## config.mk

```make
export PLATFORM = sky130hd
export DESIGN_NAME = dmem_access_arbiter
export DESIGN_NICKNAME = d
export VERILOG_FILES = /design/src/rtl/dmem_access_arbiter.sv
export SDC_FILE = /design/constraint.sdc
export NUM_CORES = 1
export LEC_CHECK = 0
export BUFFER_PORTS_ARGS = -buffer_cell sky130_fd_sc_hd__buf_4
export CORE_MARGIN = 2
export CORE_UTILIZATION = 30
export CTS_CLUSTER_SIZE = 30
export DETAILED_ROUTE_END_ITERATION = 16
export PLACE_DENSITY = 0.55
export SETUP_SLACK_MARGIN = 0.3
export SKIP_CTS_REPAIR_TIMING = 1
export SYNTH_ARGS = -nofsm -noshare
export SYNTH_HDL_FRONTEND = slang
export SYNTH_SLANG_ARGS = --single-unit
```

## constraint.sdc

```tcl
create_clock -name iClk -period 3.1 [get_ports iClk]
set_input_delay 0.31 -clock iClk [delete_from_list [all_inputs] [get_ports iClk]]
set_output_delay 0.31 -clock iClk [all_outputs]
set_load 0.05 [all_outputs]
```

## src/rtl/dmem_access_arbiter.sv

```systemverilog
// dmem_access_arbiter
// Shares the single data-memory port between the pipeline M-stage (port 0)
// and the loader/debug port (port 1). Requests are arbitrated round-robin.
// Each winning request runs as one memory transaction with a req/ack
// handshake. Every transaction is bounded by a timeout, and every
// transaction ends in exactly one response pulse.

module dmem_access_arbiter #(
  parameter int ADDR_WIDTH     = 32,
  parameter int DATA_WIDTH     = 32,
  parameter int TIMEOUT_CYCLES = 255
) (
  input  logic                           iClk,
  input  logic                           iRstN,
  input  logic [1:0]                     iReqValid,
  input  logic [1:0]                     iReqWrite,
  input  logic [1:0][ADDR_WIDTH-1:0]     iReqAddr,
  input  logic [1:0][DATA_WIDTH-1:0]     iReqWData,
  input  logic [1:0][DATA_WIDTH/8-1:0]   iReqByteEn,
  output logic [1:0]                     oReqReady,
  output logic [1:0]                     oRspValid,
  output logic [DATA_WIDTH-1:0]          oRspData,
  output logic                           oRspErr,
  output logic                           oMemReq,
  output logic                           oMemWrite,
  output logic [ADDR_WIDTH-1:0]          oMemAddr,
  output logic [DATA_WIDTH-1:0]          oMemWData,
  output logic [DATA_WIDTH/8-1:0]        oMemByteEn,
  input  logic                           iMemAck,
  input  logic [DATA_WIDTH-1:0]          iMemRData,
  output logic                           oSpuriousAck
);

  localparam int BE_WIDTH  = DATA_WIDTH / 8;
  // The counter only has to reach TIMEOUT_CYCLES-1.
  localparam int CNT_WIDTH = (TIMEOUT_CYCLES > 1) ? $clog2(TIMEOUT_CYCLES) : 1;
  localparam logic [CNT_WIDTH-1:0] CNT_LAST = CNT_WIDTH'(TIMEOUT_CYCLES - 1);
  // Clears the two byte-offset bits, so the memory always sees a word address.
  localparam logic [ADDR_WIDTH-1:0] ADDR_WORD_MASK = ~(ADDR_WIDTH'(3));

  typedef enum logic [1:0] {
    ST_IDLE  = 2'd0,
    ST_ISSUE = 2'd1,
    ST_RESP  = 2'd2
  } state_t;

  state_t                  state;
  state_t                  state_nxt;
  logic                    last_grant;
  logic                    cur_port;
  logic [CNT_WIDTH-1:0]    tmo_cnt;
  logic [DATA_WIDTH-1:0]   rsp_data;
  logic                    rsp_err;
  logic                    spurious;

  logic                    grant_port;
  logic                    grant_noop;
  logic                    grant_en;
  logic                    issue_ack;
  logic                    issue_tmo;
  logic [1:0]              req_ready;
  logic [1:0]              rsp_valid;

  // On a tie, the port that did not win last time goes first.
  // Otherwise, the only valid port is the winner.
  assign grant_port = (&iReqValid) ? ~last_grant : iReqValid[1];
  // A request with no byte lanes enabled touches no memory.
  // It is answered with an error.
  assign grant_noop = (iReqByteEn[grant_port] == '0);

  // State register
  always_ff @(posedge iClk or negedge iRstN) begin
    if (!iRstN) begin
      state <= ST_IDLE;
    end else begin
      state <= state_nxt;
    end
  end

  // Next-state logic and the per-state handshake strobes
  always_comb begin
    state_nxt = state;
    grant_en  = 1'b0;
    issue_ack = 1'b0;
    issue_tmo = 1'b0;
    req_ready = 2'b00;
    rsp_valid = 2'b00;
    case (state)
      ST_IDLE: begin
        if (|iReqValid) begin
          grant_en              = 1'b1;
          req_ready[grant_port] = 1'b1;
          state_nxt             = grant_noop ? ST_RESP : ST_ISSUE;
        end
      end
      ST_ISSUE: begin
        if (iMemAck) begin
          issue_ack = 1'b1;
          state_nxt = ST_RESP;
        end else if (tmo_cnt == CNT_LAST) begin
          issue_tmo = 1'b1;
          state_nxt = ST_RESP;
        end
      end
      ST_RESP: begin
        rsp_valid[cur_port] = 1'b1;
        state_nxt           = ST_IDLE;
      end
      default: begin
        state_nxt = ST_IDLE;
      end
    endcase
  end

  // Memory-side registers
  // These are loaded at the grant, held through ISSUE, and cleared when
  // the transaction leaves ISSUE.
  always_ff @(posedge iClk or negedge iRstN) begin
    if (!iRstN) begin
      oMemReq    <= 1'b0;
      oMemWrite  <= 1'b0;
      oMemAddr   <= '0;
      oMemWData  <= '0;
      oMemByteEn <= '0;
    end else if (grant_en && !grant_noop) begin
      oMemReq    <= 1'b1;
      oMemWrite  <= iReqWrite[grant_port];
      oMemAddr   <= iReqAddr[grant_port] & ADDR_WORD_MASK;
      oMemWData  <= iReqWData[grant_port];
      oMemByteEn <= iReqByteEn[grant_port];
    end else if (issue_ack || issue_tmo) begin
      oMemReq    <= 1'b0;
      oMemWrite  <= 1'b0;
      oMemAddr   <= '0;
      oMemWData  <= '0;
      oMemByteEn <= '0;
    end
  end

  // Timeout counter
  // It is cleared at each grant and counts the cycles spent in ISSUE.
  always_ff @(posedge iClk or negedge iRstN) begin
    if (!iRstN) begin
      tmo_cnt <= '0;
    end else if (grant_en) begin
      tmo_cnt <= '0;
    end else if (state == ST_ISSUE) begin
      tmo_cnt <= tmo_cnt + 1'b1;
    end
  end

  // Response payload and the owner of the current transaction
  // Writes and failed transactions return a zero word.
  always_ff @(posedge iClk or negedge iRstN) begin
    if (!iRstN) begin
      cur_port <= 1'b0;
      rsp_data <= '0;
      rsp_err  <= 1'b0;
    end else if (grant_en) begin
      cur_port <= grant_port;
      rsp_data <= '0;
      rsp_err  <= grant_noop;
    end else if (issue_ack) begin
      rsp_data <= oMemWrite ? '0 : iMemRData;
      rsp_err  <= 1'b0;
    end else if (issue_tmo) begin
      rsp_data <= '0;
      rsp_err  <= 1'b1;
    end
  end

  // Round-robin history
  // The port just answered loses the next tie. Reset favours port 0.
  always_ff @(posedge iClk or negedge iRstN) begin
    if (!iRstN) begin
      last_grant <= 1'b1;
    end else if (state == ST_RESP) begin
      last_grant <= cur_port;
    end
  end

  // Sticky flag for a memory ack that arrives while no access is in flight
  always_ff @(posedge iClk or negedge iRstN) begin
    if (!iRstN) begin
      spurious <= 1'b0;
    end else if (iMemAck && (state != ST_ISSUE)) begin
      spurious <= 1'b1;
    end
  end

  // The accept pulse is decoded from IDLE.
  // It is also forced low while reset is held, so every output is quiet
  // during reset.
  assign oReqReady    = iRstN ? req_ready : 2'b00;
  assign oRspValid    = rsp_valid;
  assign oRspData     = (state == ST_RESP) ? rsp_data : '0;
  assign oRspErr      = (state == ST_RESP) && rsp_err;
  assign oSpuriousAck = spurious;

endmodule
```

==> run metrics <==
Synth cell types=39; CP Data Arrival Time=1980 ps; Via density=4.850; I/O pin count=283; fin crit period=2294 ps; synthesis-stage register bit count=114; R2R depth=5; Max Clock Freq=roughly 440 MHz; maxcap violations=0; clock latency on the worst-skew pair=410 ps; nets=862; DRC viols=0; Worst Hold Class=primary input to flip-flop; total grt overflow=0; Die Ht=135.7 um; Hold Violations, Final=0; Num Clock Sinks=114; Num CTS Buffers=17; Post-Synthesis Cell Area=0.005201 sq mm; Syn Area/Cell=12.50 sq um; Synth Area in XOR/XNOR=0; DR vias=roughly 4,500; Worst path max stage delay=630 ps; Worst Path Max Fanout=34; final wirelength=approximately 17,000 um; sequential share of the synthesized area=0.5487; Post-Synth Adder-Cell Area=0.004811; PortBufs=about 280; Initial DRC Count=144; Crit path required time=2790 ps; core area=between 0.015 and 0.02 sq mm; CP Capture Type=output port; Largest delay share family, worst path=buffers and inverters; Static Leak=just over 4 nW; largest net degree at the start of global routing=55; DP Area=0.007463 sq mm; Compound-Gate Fraction of Synth Area=0.2045; CP startpoint kind=flip-flop; peak supply drop=477.0 uV; crit share post-route=0.7399; final hold slack=108.9 ps; Synth Area in Simple Gates=0.06495; detailed-route wire length per cell=between 15 and 20 um; Antenna Cells=0; Clock Path Buffers=2; Worst slew margin=0.4575; first-pass GRT wire length=25,520 um; crit path buf inv count=2; Die W=135.7 um; post-route cell area=0.008075 sq mm; largest family of logic cells by synthesized area=compound AO/OA/AOI/OAI gates; RSZ-0062 raised after global routing=no; CTS H-tree depth=4; crit path kind=flip-flop to output port; fillers=1,595; area grow syn2layout=55.26%; Yosys Warn Count=0; Post-DRT Antenna Nets=0; Gate Count Post-Synth=roughly 420; Final Setup Violations=0; slowest CP cell=inv_1; ordered cell list for the critical path=inv_1 > and3_1 > buf_4; Crit path depth=3; Final Slew Violations=0; Initial Utilization=0.3039; DR pass1 iterations=4; worst clock skew=9.701 ps; vias in the first global route=about 4,800; hpwl dp=12,260 um; TritonCTS clock tree=built; footprint of the multi-input gates=0.002146 sq mm; die area=0.01841 sq mm; outcome=completed; Root Buffer=clkbuf_16; mux share of post-synthesis cell area=0.1338; row count=48; Global Route Usage Sum=0.1803; TNS Setup=0 ps; CTS clock-pin slew for the worst setup and hold paths=60 ps; layout cells sized above 1=0.4663; pwr dens=around 1100 mW/mm^2; register area=0.002854 sq mm; Final Wtd Congestion=0.7824; measured slew at the worst slew-check pin=roughly 800 ps; initial antenna violation count=0; Hold Path Cell Cnt=2
-- through the flow --
| step | instances | util | worst slack [ps] | power, mW |
|---|---|---|---|---|
| CTS | 921 | 0.4712 | 759.2 | 8.782 |
| global placement | 890 | 0.4360 | 1151 | 6.686 |
| floorplan | 417 | - | 1123 | 5.358 |
| detailed placement | 890 | 0.4360 | 1100 | 6.753 |
| global route | 922 | 0.4718 | 681.2 | 9.125 |
| finish | 922 | 0.4718 | 806.4 | 8.679 |
-- area by class of cell --
class | count | area share
Tap cell | 225 | 0.03486
Timing Repair Buffer | 288 | 0.2696
Clock inverter | 12 | 0.01968
Inverter | 4 | 0.001859
Multi-Input combinational cell | 260 | 0.2657
Clock buffer | 19 | 0.05485
Sequential cell | 114 | 0.3534
-- registers in the layout (all words and copies together) (netlist names) --
signal and count:
oMemWData 32, rsp_data 32, oMemAddr 30, tmo_cnt 8, oMemByteEn 4, state 2
cur_port 1, last_grant 1, oMemReq 1, oMemWrite 1, oSpuriousAck 1, rsp_err 1
-- layer usage --
layer	global-route usage	wire length, um
met1	0.2187	6753
met3	0.07707	1809
met5	0	0
met4	0.07755	383
met2	0.2806	7614
-- report_power, final --
part / internal, mW / total, mW / leakage (nW) / switching, mW
combinational: 1.37 / 4.19 / 2.34 / 2.83
sequential: 2.13 / 2.50 / 1.47 / 0.379
clock: 1.28 / 1.98 / 0.278 / 0.699
total: 4.78 / 8.68 / 4.08 / 3.90
-- cell families after synthesis --
group	count (synthesis)
AO/OA/AOI/OAI	127
AND/OR/NAND/NOR	60
flip-flops	114
multiplexers	69
buffers and inverters	43
adder cells (fa/ha/maj)	2
other	1
-- Yosys cell counts --
cell type | count | area [sq um]
a21boi_1 | 1 | 7.510
a21o_1 | 1 | 7.510
a21oi_1 | 1 | 5.000
a21oi_2 | 1 | 8.760
a222oi_1 | 1 | 10.01
a22o_1 | 34 | 297.8
a22oi_2 | 1 | 12.51
a31oi_1 | 2 | 12.51
a41o_1 | 1 | 10.01
and3_1 | 34 | 212.7
and4_1 | 1 | 8.760
buf_2 | 21 | 105.1
buf_4 | 3 | 22.52
buf_6 | 3 | 33.78
clkbuf_1 | 12 | 45.04
conb_1 | 1 | 3.750
dfrtp_1 | 113 | 2828
dfstp_2 | 1 | 26.28
ha_1 | 2 | 25.02
inv_1 | 4 | 15.01
mux2_2 | 1 | 11.26
mux2i_1 | 67 | 670.6
mux2i_2 | 1 | 13.76
nand2_1 | 9 | 33.78
nand2b_1 | 1 | 6.260
nand3_1 | 4 | 20.02
nand4_1 | 2 | 12.51
nor2_1 | 4 | 15.01
nor2b_1 | 1 | 6.260
nor3_1 | 2 | 10.01
nor4_1 | 2 | 12.51
o21a_1 | 2 | 15.01
o21ai_0 | 9 | 45.04
o21ai_1 | 1 | 5.000
o22ai_1 | 1 | 6.260
o2bb2ai_1 | 67 | 586.8
o311ai_0 | 1 | 8.760
o31ai_1 | 1 | 7.510
o41ai_1 | 2 | 17.52
-- worst reg2reg max path: stages (launching register included) --
cell and delay (ps):
dfrtp_1 450, and4_1 250, a41o_1 320, a22oi_2 230, buf_4 490, o2bb2ai_1 220
-- placed cells by master, fill, tap and decap left out, drive strengths merged, types with 2 or more instances in the layout --
cell,instances
buf,287
dfrtp,113
mux2i,68
o2bb2ai,67
and3,34
a22o,34
clkbuf,19
o21ai,10
nand2,9
clkinvlp,5
inv,5
nand3,4
nor2,4
bufinv,3
clkinv,3
o21a,2
nor3,2
nor4,2
o41ai,2
nand4,2
a31oi,2
ha,2
conb,2
a21oi,2
-- worst paths after layout --
check | start | endpoint | slack [ps]
worst max-delay path | state[0]$_DFFE_PN0P_ | oRspData[23] | 810
worst min-delay path | iMemRData[4] | rsp_data[4]$_DFFE_PN0P_ | 110
worst max register to register | tmo_cnt[2]$_DFFE_PN0P_ | oMemAddr[19]$_DFFE_PN0P_ | 1060
worst min register to register | oSpuriousAck$_DFFE_PN0P_ | oSpuriousAck$_DFFE_PN0P_ | 470
max in group asynchronous | iRstN | oMemAddr[23]$_DFFE_PN0P_ | 1650
min in group asynchronous | iRstN | oMemWrite$_DFFE_PN0P_ | 420
No activity file was read; power rests on OpenSTA's default activity.
